File: src/rtl/puzzle_regfile_mv_pkg.sv
// puzzle_pkg: shared types and helpers for the puzzle register file.
//   mv_dir_e      blank-tile move direction as carried on mv_dir
//   mv_state_e    move engine states
//   DEFAULT_BOARD reset / goal board for the 2x3 puzzle
//   tile_at()     extract tile p (row-major, p=0 top-left) from a board
package puzzle_pkg;

    typedef enum logic [1:0] {
        UP    = 2'b00,
        DOWN  = 2'b01,
        LEFT  = 2'b10,
        RIGHT = 2'b11
    } mv_dir_e;

    typedef enum logic [2:0] {
        IDLE,
        LOCATE,
        CHECK,
        COMMIT,
        DONE
    } mv_state_e;

    localparam logic [17:0] DEFAULT_BOARD = 18'b001_010_011_100_101_000;

    // Position 0 sits in the most significant tile slot of the board.
    // Supports up to 8 tiles of up to 8 bits each.
    function automatic logic [7:0] tile_at(input logic [63:0] board,
                                           input int unsigned p,
                                           input int unsigned n,
                                           input int unsigned tw);
        logic [63:0] sh;
        sh = board >> ((n - 1 - p) * tw);
        return sh[7:0] & 8'((1 << tw) - 1);
    endfunction

endpackage

File: src/rtl/puzzle_regfile_mv_if.sv
// puzzle_regfile_mv_if: move request handshake between the puzzle
// controller (master) and the register file move engine (slave).
//   mv_valid  request, held until mv_ready
//   mv_dir    blank direction: 00 up, 01 down, 10 left, 11 right
//   mv_ready  engine idle
//   mv_done   one-cycle completion pulse
//   mv_ok     qualifies mv_done: 1 = move committed
interface puzzle_regfile_mv_if;

    logic       mv_valid;
    logic [1:0] mv_dir;
    logic       mv_ready;
    logic       mv_done;
    logic       mv_ok;

    modport master (
        output mv_valid,
        output mv_dir,
        input  mv_ready,
        input  mv_done,
        input  mv_ok
    );

    modport slave (
        input  mv_valid,
        input  mv_dir,
        output mv_ready,
        output mv_done,
        output mv_ok
    );

endinterface

File: src/rtl/puzzle_regfile_mv_fsm.sv
// puzzle_move_fsm: move engine sequencing for puzzle_regfile_mv.
// Scans the board one position per cycle for the blank tile, checks the
// requested direction against the board edges and presents a one-cycle
// commit strobe with the blank/target positions for the top level to swap.
//   clk, rst_n          clock, async active-low reset
//   board               board bits of reg 0
//   mv_valid, mv_dir    move request
//   mv_ready            engine idle (also gates control-register writes)
//   mv_done, mv_ok      completion pulse and its status
//   commit              high for the COMMIT cycle
//   blank, target       tile positions to swap on commit
//   dir                 latched direction for the move history
module puzzle_move_fsm
    import puzzle_pkg::*;
#(
    parameter  int unsigned ROWS   = 2,
    parameter  int unsigned COLS   = 3,
    parameter  int unsigned TILE_W = 3,
    localparam int unsigned N      = ROWS * COLS
) (
    input  logic                  clk,
    input  logic                  rst_n,
    input  logic [N*TILE_W-1:0]   board,
    input  logic                  mv_valid,
    input  logic [1:0]            mv_dir,
    output logic                  mv_ready,
    output logic                  mv_done,
    output logic                  mv_ok,
    output logic                  commit,
    output logic [2:0]            blank,
    output logic [2:0]            target,
    output logic [1:0]            dir
);

    mv_state_e  state;
    mv_dir_e    dir_q;
    logic [2:0] idx;
    logic [2:0] blank_q;
    logic [2:0] target_q;
    logic       ok_q;

    logic        tile_zero;
    logic        legal;
    logic [2:0]  tgt_c;
    int unsigned bi;
    int unsigned row;
    int unsigned col;

    always_comb begin
        tile_zero = (tile_at(64'(board), 32'(idx), N, TILE_W) == 8'd0);
    end

    always_comb begin
        bi    = 32'(blank_q);
        row   = bi / COLS;
        col   = bi % COLS;
        legal = 1'b0;
        tgt_c = blank_q;
        unique case (dir_q)
            UP: begin
                legal = (row > 0);
                tgt_c = 3'(bi - COLS);
            end
            DOWN: begin
                legal = (row < ROWS - 1);
                tgt_c = 3'(bi + COLS);
            end
            LEFT: begin
                legal = (col > 0);
                tgt_c = 3'(bi - 1);
            end
            RIGHT: begin
                legal = (col < COLS - 1);
                tgt_c = 3'(bi + 1);
            end
        endcase
    end

    always_ff @(posedge clk or negedge rst_n) begin
        if (!rst_n) begin
            state    <= IDLE;
            dir_q    <= UP;
            idx      <= '0;
            blank_q  <= '0;
            target_q <= '0;
            ok_q     <= 1'b0;
        end else begin
            unique case (state)
                IDLE: begin
                    if (mv_valid) begin
                        dir_q <= mv_dir_e'(mv_dir);
                        idx   <= '0;
                        state <= LOCATE;
                    end
                end
                LOCATE: begin
                    if (tile_zero) begin
                        blank_q <= idx;
                        state   <= CHECK;
                    end else if (idx == 3'(N - 1)) begin
                        ok_q  <= 1'b0;
                        state <= DONE;
                    end else begin
                        idx <= idx + 3'd1;
                    end
                end
                CHECK: begin
                    if (legal) begin
                        target_q <= tgt_c;
                        state    <= COMMIT;
                    end else begin
                        ok_q  <= 1'b0;
                        state <= DONE;
                    end
                end
                COMMIT: begin
                    ok_q  <= 1'b1;
                    state <= DONE;
                end
                DONE:    state <= IDLE;
                default: state <= IDLE;
            endcase
        end
    end

    assign mv_ready = (state == IDLE);
    assign mv_done  = (state == DONE);
    assign mv_ok    = (state == DONE) && ok_q;
    assign commit   = (state == COMMIT);
    assign blank    = blank_q;
    assign target   = target_q;
    assign dir      = dir_q;

endmodule

File: src/rtl/puzzle_regfile_mv.sv
// puzzle_regfile_mv: DEPTH x DATA_W puzzle register file with move engine.
// Reg 0 holds the board, reg 1 the move count, reg 2 the move history.
//   clk, rst_n      clock, async active-low reset
//   we, dst, data   external write port
//   src0/1, data0/1 combinational read ports (optional write bypass)
//   cnt, ord        reg 1 and reg 2
//   comp            registered board == GOAL_BOARD
//   wr_drop         pulse, cycle after a discarded external write
//   mv              move request handshake (slave side)
module puzzle_regfile_mv
    import puzzle_pkg::*;
#(
    parameter  int unsigned         DATA_W      = 40,
    parameter  int unsigned         DEPTH       = 16,
    parameter  int unsigned         ROWS        = 2,
    parameter  int unsigned         COLS        = 3,
    parameter  int unsigned         TILE_W      = 3,
    parameter  logic [DATA_W-1:0]   RESET_BOARD = DATA_W'(DEFAULT_BOARD),
    parameter  logic [DATA_W-1:0]   GOAL_BOARD  = RESET_BOARD,
    parameter  bit                  BYPASS      = 1'b1,
    localparam int unsigned         AW          = $clog2(DEPTH),
    localparam int unsigned         N           = ROWS * COLS,
    localparam int unsigned         BB          = N * TILE_W
) (
    input  logic              clk,
    input  logic              rst_n,
    input  logic              we,
    input  logic [AW-1:0]     dst,
    input  logic [DATA_W-1:0] data,
    input  logic [AW-1:0]     src0,
    input  logic [AW-1:0]     src1,
    output logic [DATA_W-1:0] data0,
    output logic [DATA_W-1:0] data1,
    output logic [DATA_W-1:0] cnt,
    output logic [DATA_W-1:0] ord,
    output logic              comp,
    output logic              wr_drop,
    puzzle_regfile_mv_if.slave mv
);

    localparam int unsigned OW = $clog2(DATA_W);

    logic [DATA_W-1:0] regis [DEPTH];

    logic        idle;
    logic        commit;
    logic [2:0]  blank;
    logic [2:0]  target;
    logic [1:0]  dir;
    logic        drop_c;
    logic        wr_ok;
    logic [OW-1:0]     off_b;
    logic [OW-1:0]     off_t;
    logic [DATA_W-1:0] board_sw;

    puzzle_move_fsm #(
        .ROWS   (ROWS),
        .COLS   (COLS),
        .TILE_W (TILE_W)
    ) u_fsm (
        .clk      (clk),
        .rst_n    (rst_n),
        .board    (regis[0][BB-1:0]),
        .mv_valid (mv.mv_valid),
        .mv_dir   (mv.mv_dir),
        .mv_ready (idle),
        .mv_done  (mv.mv_done),
        .mv_ok    (mv.mv_ok),
        .commit   (commit),
        .blank    (blank),
        .target   (target),
        .dir      (dir)
    );

    assign mv.mv_ready = idle;

    // Control registers 0..2 belong to the engine while a move is in flight.
    assign drop_c = we && (32'(dst) < 3) && !idle;
    assign wr_ok  = we && !drop_c;

    always_comb begin
        data0 = regis[src0];
        if (BYPASS && wr_ok && (dst == src0)) data0 = data;
    end

    always_comb begin
        data1 = regis[src1];
        if (BYPASS && wr_ok && (dst == src1)) data1 = data;
    end

    // The blank holds 0, so swapping both slots is equivalent to moving
    // the target tile into the blank slot and clearing the target slot.
    always_comb begin
        off_b    = OW'((N - 1 - 32'(blank)) * TILE_W);
        off_t    = OW'((N - 1 - 32'(target)) * TILE_W);
        board_sw = regis[0];
        board_sw[off_b +: TILE_W] = regis[0][off_t +: TILE_W];
        board_sw[off_t +: TILE_W] = regis[0][off_b +: TILE_W];
    end

    always_ff @(posedge clk or negedge rst_n) begin
        if (!rst_n) begin
            for (int unsigned i = 0; i < DEPTH; i++) regis[i] <= '0;
            regis[0] <= RESET_BOARD;
            wr_drop  <= 1'b0;
            comp     <= (RESET_BOARD[BB-1:0] == GOAL_BOARD[BB-1:0]);
        end else begin
            wr_drop <= drop_c;
            comp    <= (regis[0][BB-1:0] == GOAL_BOARD[BB-1:0]);
            if (commit) begin
                regis[0] <= board_sw;
                regis[1] <= regis[1] + DATA_W'(1);
                regis[2] <= {regis[2][DATA_W-3:0], dir};
            end
            if (wr_ok) regis[dst] <= data;
        end
    end

    assign cnt = regis[1];
    assign ord = regis[2];

endmodule

File: src/flat_wrapper.sv
// flat-port wrapper written by rule: the top's interface ports become plain ports
module puzzle_regfile_mv_flat import puzzle_pkg::*;
#(
    parameter  int unsigned         DATA_W      = 40,
    parameter  int unsigned         DEPTH       = 16,
    parameter  int unsigned         ROWS        = 2,
    parameter  int unsigned         COLS        = 3,
    parameter  int unsigned         TILE_W      = 3,
    parameter  logic [DATA_W-1:0]   RESET_BOARD = DATA_W'(DEFAULT_BOARD),
    parameter  logic [DATA_W-1:0]   GOAL_BOARD  = RESET_BOARD,
    parameter  bit                  BYPASS      = 1'b1,
    localparam int unsigned         AW          = $clog2(DEPTH),
    localparam int unsigned         N           = ROWS * COLS,
    localparam int unsigned         BB          = N * TILE_W
)
  (clk, rst_n, we, dst, data, src0, src1, data0, data1, cnt, ord, comp, wr_drop, mv_mv_valid, mv_mv_dir, mv_mv_ready, mv_mv_done, mv_mv_ok);
  puzzle_regfile_mv_if mv_i ();
  input  logic clk;
  input  logic rst_n;
  input  logic we;
  input  logic [AW-1:0] dst;
  input  logic [DATA_W-1:0] data;
  input  logic [AW-1:0] src0;
  input  logic [AW-1:0] src1;
  output logic [DATA_W-1:0] data0;
  output logic [DATA_W-1:0] data1;
  output logic [DATA_W-1:0] cnt;
  output logic [DATA_W-1:0] ord;
  output logic comp;
  output logic wr_drop;
  input wire logic [$bits(mv_i.mv_valid)-1:0] mv_mv_valid;
  input wire logic [$bits(mv_i.mv_dir)-1:0] mv_mv_dir;
  output wire logic [$bits(mv_i.mv_ready)-1:0] mv_mv_ready;
  output wire logic [$bits(mv_i.mv_done)-1:0] mv_mv_done;
  output wire logic [$bits(mv_i.mv_ok)-1:0] mv_mv_ok;
  assign mv_i.mv_valid = mv_mv_valid;
  assign mv_i.mv_dir = mv_mv_dir;
  assign mv_mv_ready = mv_i.mv_ready;
  assign mv_mv_done = mv_i.mv_done;
  assign mv_mv_ok = mv_i.mv_ok;
  puzzle_regfile_mv #(.DATA_W(DATA_W), .DEPTH(DEPTH), .ROWS(ROWS), .COLS(COLS), .TILE_W(TILE_W), .RESET_BOARD(RESET_BOARD), .GOAL_BOARD(GOAL_BOARD), .BYPASS(BYPASS)) u_core (.clk(clk), .rst_n(rst_n), .we(we), .dst(dst), .data(data), .src0(src0), .src1(src1), .data0(data0), .data1(data1), .cnt(cnt), .ord(ord), .comp(comp), .wr_drop(wr_drop), .mv(mv_i));
endmodule
File: config.mk
export PLATFORM = sky130hd
export DESIGN_NAME = puzzle_regfile_mv_flat
export DESIGN_NICKNAME = d
export VERILOG_FILES = /design/src/rtl/puzzle_regfile_mv_pkg.sv /design/src/rtl/puzzle_regfile_mv_if.sv /design/src/rtl/puzzle_regfile_mv_fsm.sv /design/src/rtl/puzzle_regfile_mv.sv /design/src/flat_wrapper.sv
export SDC_FILE = /design/constraint.sdc
export NUM_CORES = 1
export LEC_CHECK = 0
export BUFFER_PORTS_ARGS = -buffer_cell sky130_fd_sc_hd__buf_2
export CORE_ASPECT_RATIO = 0.7
export CORE_MARGIN = 2
export CORE_UTILIZATION = 63
export CTS_BUF_LIST = sky130_fd_sc_hd__clkbuf_16
export CTS_CLUSTER_DIAMETER = 120
export DETAILED_ROUTE_END_ITERATION = 8
export HOLD_SLACK_MARGIN = 0.02
export PLACE_DENSITY_LB_ADDON = 0.05
export SETUP_SLACK_MARGIN = 0.2
export SYNTH_ARGS = -nofsm -noshare
export SYNTH_HDL_FRONTEND = slang
export SYNTH_SLANG_ARGS = --single-unit
File: constraint.sdc
create_clock -name clk -period 5.4 [get_ports clk]
set_input_delay 1.35 -clock clk [delete_from_list [all_inputs] [get_ports clk]]
set_output_delay 1.35 -clock clk [all_outputs]
set_load 0.005 [all_outputs]
==> impl_results.md <==
* DRT antenna net count at 0
* P_int at 14.6 mW
* Core ar. at around 0.066 mm²
* Critical Path Start Type: flip-flop
* Type of the most critical hold path: flip-flop to flip-flop
* Initial core utilization at 0.636
* Final Instance Area at around 0.046 mm²
* Seq pwr share at 0.314
* Initial antenna violation count at 4
* Pwr Total at 26.5 mW
* Worst skew pair latency at 650 ps
* Final TNS setup at 0 ps
* Synthesized net count at between 3,000 and 4,000
* Vias in the first global route at between 30,000 and 40,000
* # DRC at 0
* Mean Syn Cell Area at 12.7 µm²
* Global-route wire length before repair at 215,000 µm
* Mapped Area at 0.0422 mm²
* Slew HR at 0.308
* Final period utilization at 0.927
* Site Rows at 79
* Cell variety after synth at 97
* Drt initial violations at approximately 4,400
* Total Wirelength at 145,000 µm
* Area of the die at 0.0692 mm²
* Clock root buffer: clkbuf_16
* Sw frac at 0.450
* # clock sinks at 657
* Tmin final at 5010 ps
* CTS tree: yes
* Power share of the combinational group at 0.510
* Post_cts resized at 0
* Worst Path Arrival at 3660 ps
* Ports at 223
* Slew Limit Fails at 0
* FFs w/ async S/R, synth at 1.00
* Post-CTS Repair Setup Buffers at 0
* Critical path class: flip-flop to output port
* Utilization after layout at 0.695
* Die Height at 221 µm
* Register area share after synthesis at 0.389
* Post-Synthesis Cells at around 3,300
* Share of cells above drive strength 1 at 0.450
* RSZ-0062 raised after global routing: false
* Ys Warns at 0
* Worst setup EP type: output port
* Syn-to-layout area delta at 9.21%
* Clock share of power at 0.177
* Placed inst area at between 0.04 and 0.05 mm²
* Detailed-route via count at between 30,000 and 40,000
* Largest net degree at the start of global routing at approximately 120
* Final setup vio count at 0
* Horiz. Die Dim at ~310 µm
* DPL Wire Length at 95,900 µm
* Gpl congestion at about 1.0
* Leak at 18.8 nW
* Synth Flop Type: dfrtp_1
* CTS max path bufs at 3
* Psw at 11.9 mW
* CTS hold repair buffers at 0
* Final Hold Viols at 0
* Via-per-instance ratio at approximately 7.5
* Worst-Margin Slew at 1040 ps
* Fill cell count at 4,597
* H-tree depth at 3
* Max_cap viols at 0
* Power density over cell area at roughly 570 mW/mm²
* TritonCTS Buffers at 67
* WL per Instance at 33.9 µm
* Flop-to-flop setup slack at between 700 and 800 ps
* Worst vdd ir at 0.484 mV
* GRT Overall Usage at 0.425
* CP Max Fanout at 25
* #FFs+latches synth at 657
* Status: complete, no violations
* Total gr overflow at 0
* Port Buffer Count at 222
* Post-synth EDFFs at 0
* Highest clock rate at 0.200 GHz
* Clock transition at path regs at around 60 ps
* First-pass iteration count of the detailed router at 6
* Worst Skew at ~19 ps
* CP required at 4050 ps
* Final hold slack at 527 ps
* Fin nets at approximately 3,400
synth_stat cells (33+ instances only):
| master | instances | area share |
|---|---|---|
| nand2_1 | 219 | 0.019 |
| mux4_2 | 430 | 0.23 |
| clkbuf_1 | 230 | 0.020 |
| mux2i_1 | 57 | 0.014 |
| o21ai_0 | 57 | 0.0068 |
| mux2_2 | 617 | 0.16 |
| ha_1 | 33 | 0.0098 |
| buf_1 | 63 | 0.0056 |
| nor3_1 | 43 | 0.0051 |
| xnor2_1 | 42 | 0.0087 |
| buf_4 | 81 | 0.014 |
| nand3_1 | 54 | 0.0064 |
| nor2_1 | 208 | 0.018 |
| dfrtp_1 | 649 | 0.38 |
| a31oi_1 | 57 | 0.0084 |
| a21oi_1 | 94 | 0.011 |
layer usage:
layer | global-route usage | vias to the layer above | wire length (µm)
li1 | - | 12700 | -
met1 | 0.613 | 16700 | 56900
met2 | 0.606 | 2295 | 62800
met3 | 0.122 | 453 | 18400
met4 | 0.193 | 4 | 7140
met5 | 0 | - | 21
worst max-delay path, stage by stage, from the launching register on:
cell and delay [ps]:
dfrtp_1 540, nor3_1 660, buf_4 280, nor3b_1 70
nand2b_1 230, nor2_4 140, buf_4 500, mux2_2 430
buf_2 130
per-stage QoR:
step,std cells,worst slack [ps]
after floorplan,3323,357
after global placement,4158,544
final,4282,394
after global routing,4279,342
after detailed placement,4158,496
after CTS,4278,493
cell usage in the layout, fill, tap and decap left out, drive strengths merged, types with 9 or more instances in the layout:
cell	n
nand3	54
inv	56
dfrtp	649
nor2	210
ha	33
mux2	617
nor4	11
nand2	220
a22oi	15
nand2b	14
xnor2	43
clkbuf	68
or3	19
o31ai	11
o211ai	20
a221oi	10
nand4	15
clkinv	20
mux4	430
a31oi	59
nor3	43
o22ai	14
o21ai	63
and2	9
buf	337
mux2i	57
a211oi	9
a21oi	94
xor2	22
and3	23
power by group through the flow:
stage / logic [mW] / clock network, mW / registers [mW]
after global placement: 12.8 / 0 / 8.09
after CTS: 13.0 / 4.70 / 8.16
after global routing: 14.1 / 4.91 / 8.39
after detailed placement: 12.9 / 0 / 8.23
after floorplan: 9.19 / 0 / 7.21
final: 13.5 / 4.68 / 8.31
final timing paths:
check                                            from  depth (start not counted)                         end
worst max-delay path            u_core.u_fsm.state[2]                          8                   data1[21]
worst min-delay path                        flip-flop                          1                   flip-flop
worst max register to register  u_core.u_fsm.blank[2]                         13           u_core.regis[625]
worst min register to register              flip-flop                          1                   flip-flop
max in group asynchronous                       rst_n                          2  asynchronous set/reset pin
min in group asynchronous                       rst_n                          1              u_core.ord[13]
kinds of logic (layout without fill, tap and decap cells):
group / Yosys count / count (layout) / share of synthesized area
buffers and inverters: 422 / 486 / 0.0456
AND/OR/NAND/NOR: 660 / 660 / 0.0712
flip-flops: 657 / 657 / 0.389
XOR/XNOR: 68 / 68 / 0.0153
other: 0 / 4 / 0
multiplexers: 1104 / 1104 / 0.407
adder cells (fa/ha/maj): 34 / 34 / 0.0102
AO/OA/AOI/OAI: 378 / 378 / 0.0610
final cells by class:
class / instances / area, µm² / area share
Multi-Input combinational cell: 2244 / 24000 / 0.519
Sequential cell: 657 / 16500 / 0.357
Timing Repair Buffer: 337 / 2350 / 0.0509
Clock buffer: 68 / 1700 / 0.0369
Tap cell: 891 / 1110 / 0.0242
Clock inverter: 52 / 434 / 0.00941
Inverter: 29 / 109 / 0.00236
Antenna cell: 4 / 10.0 / 0.000217
Power figures use the tool's default switching activity.
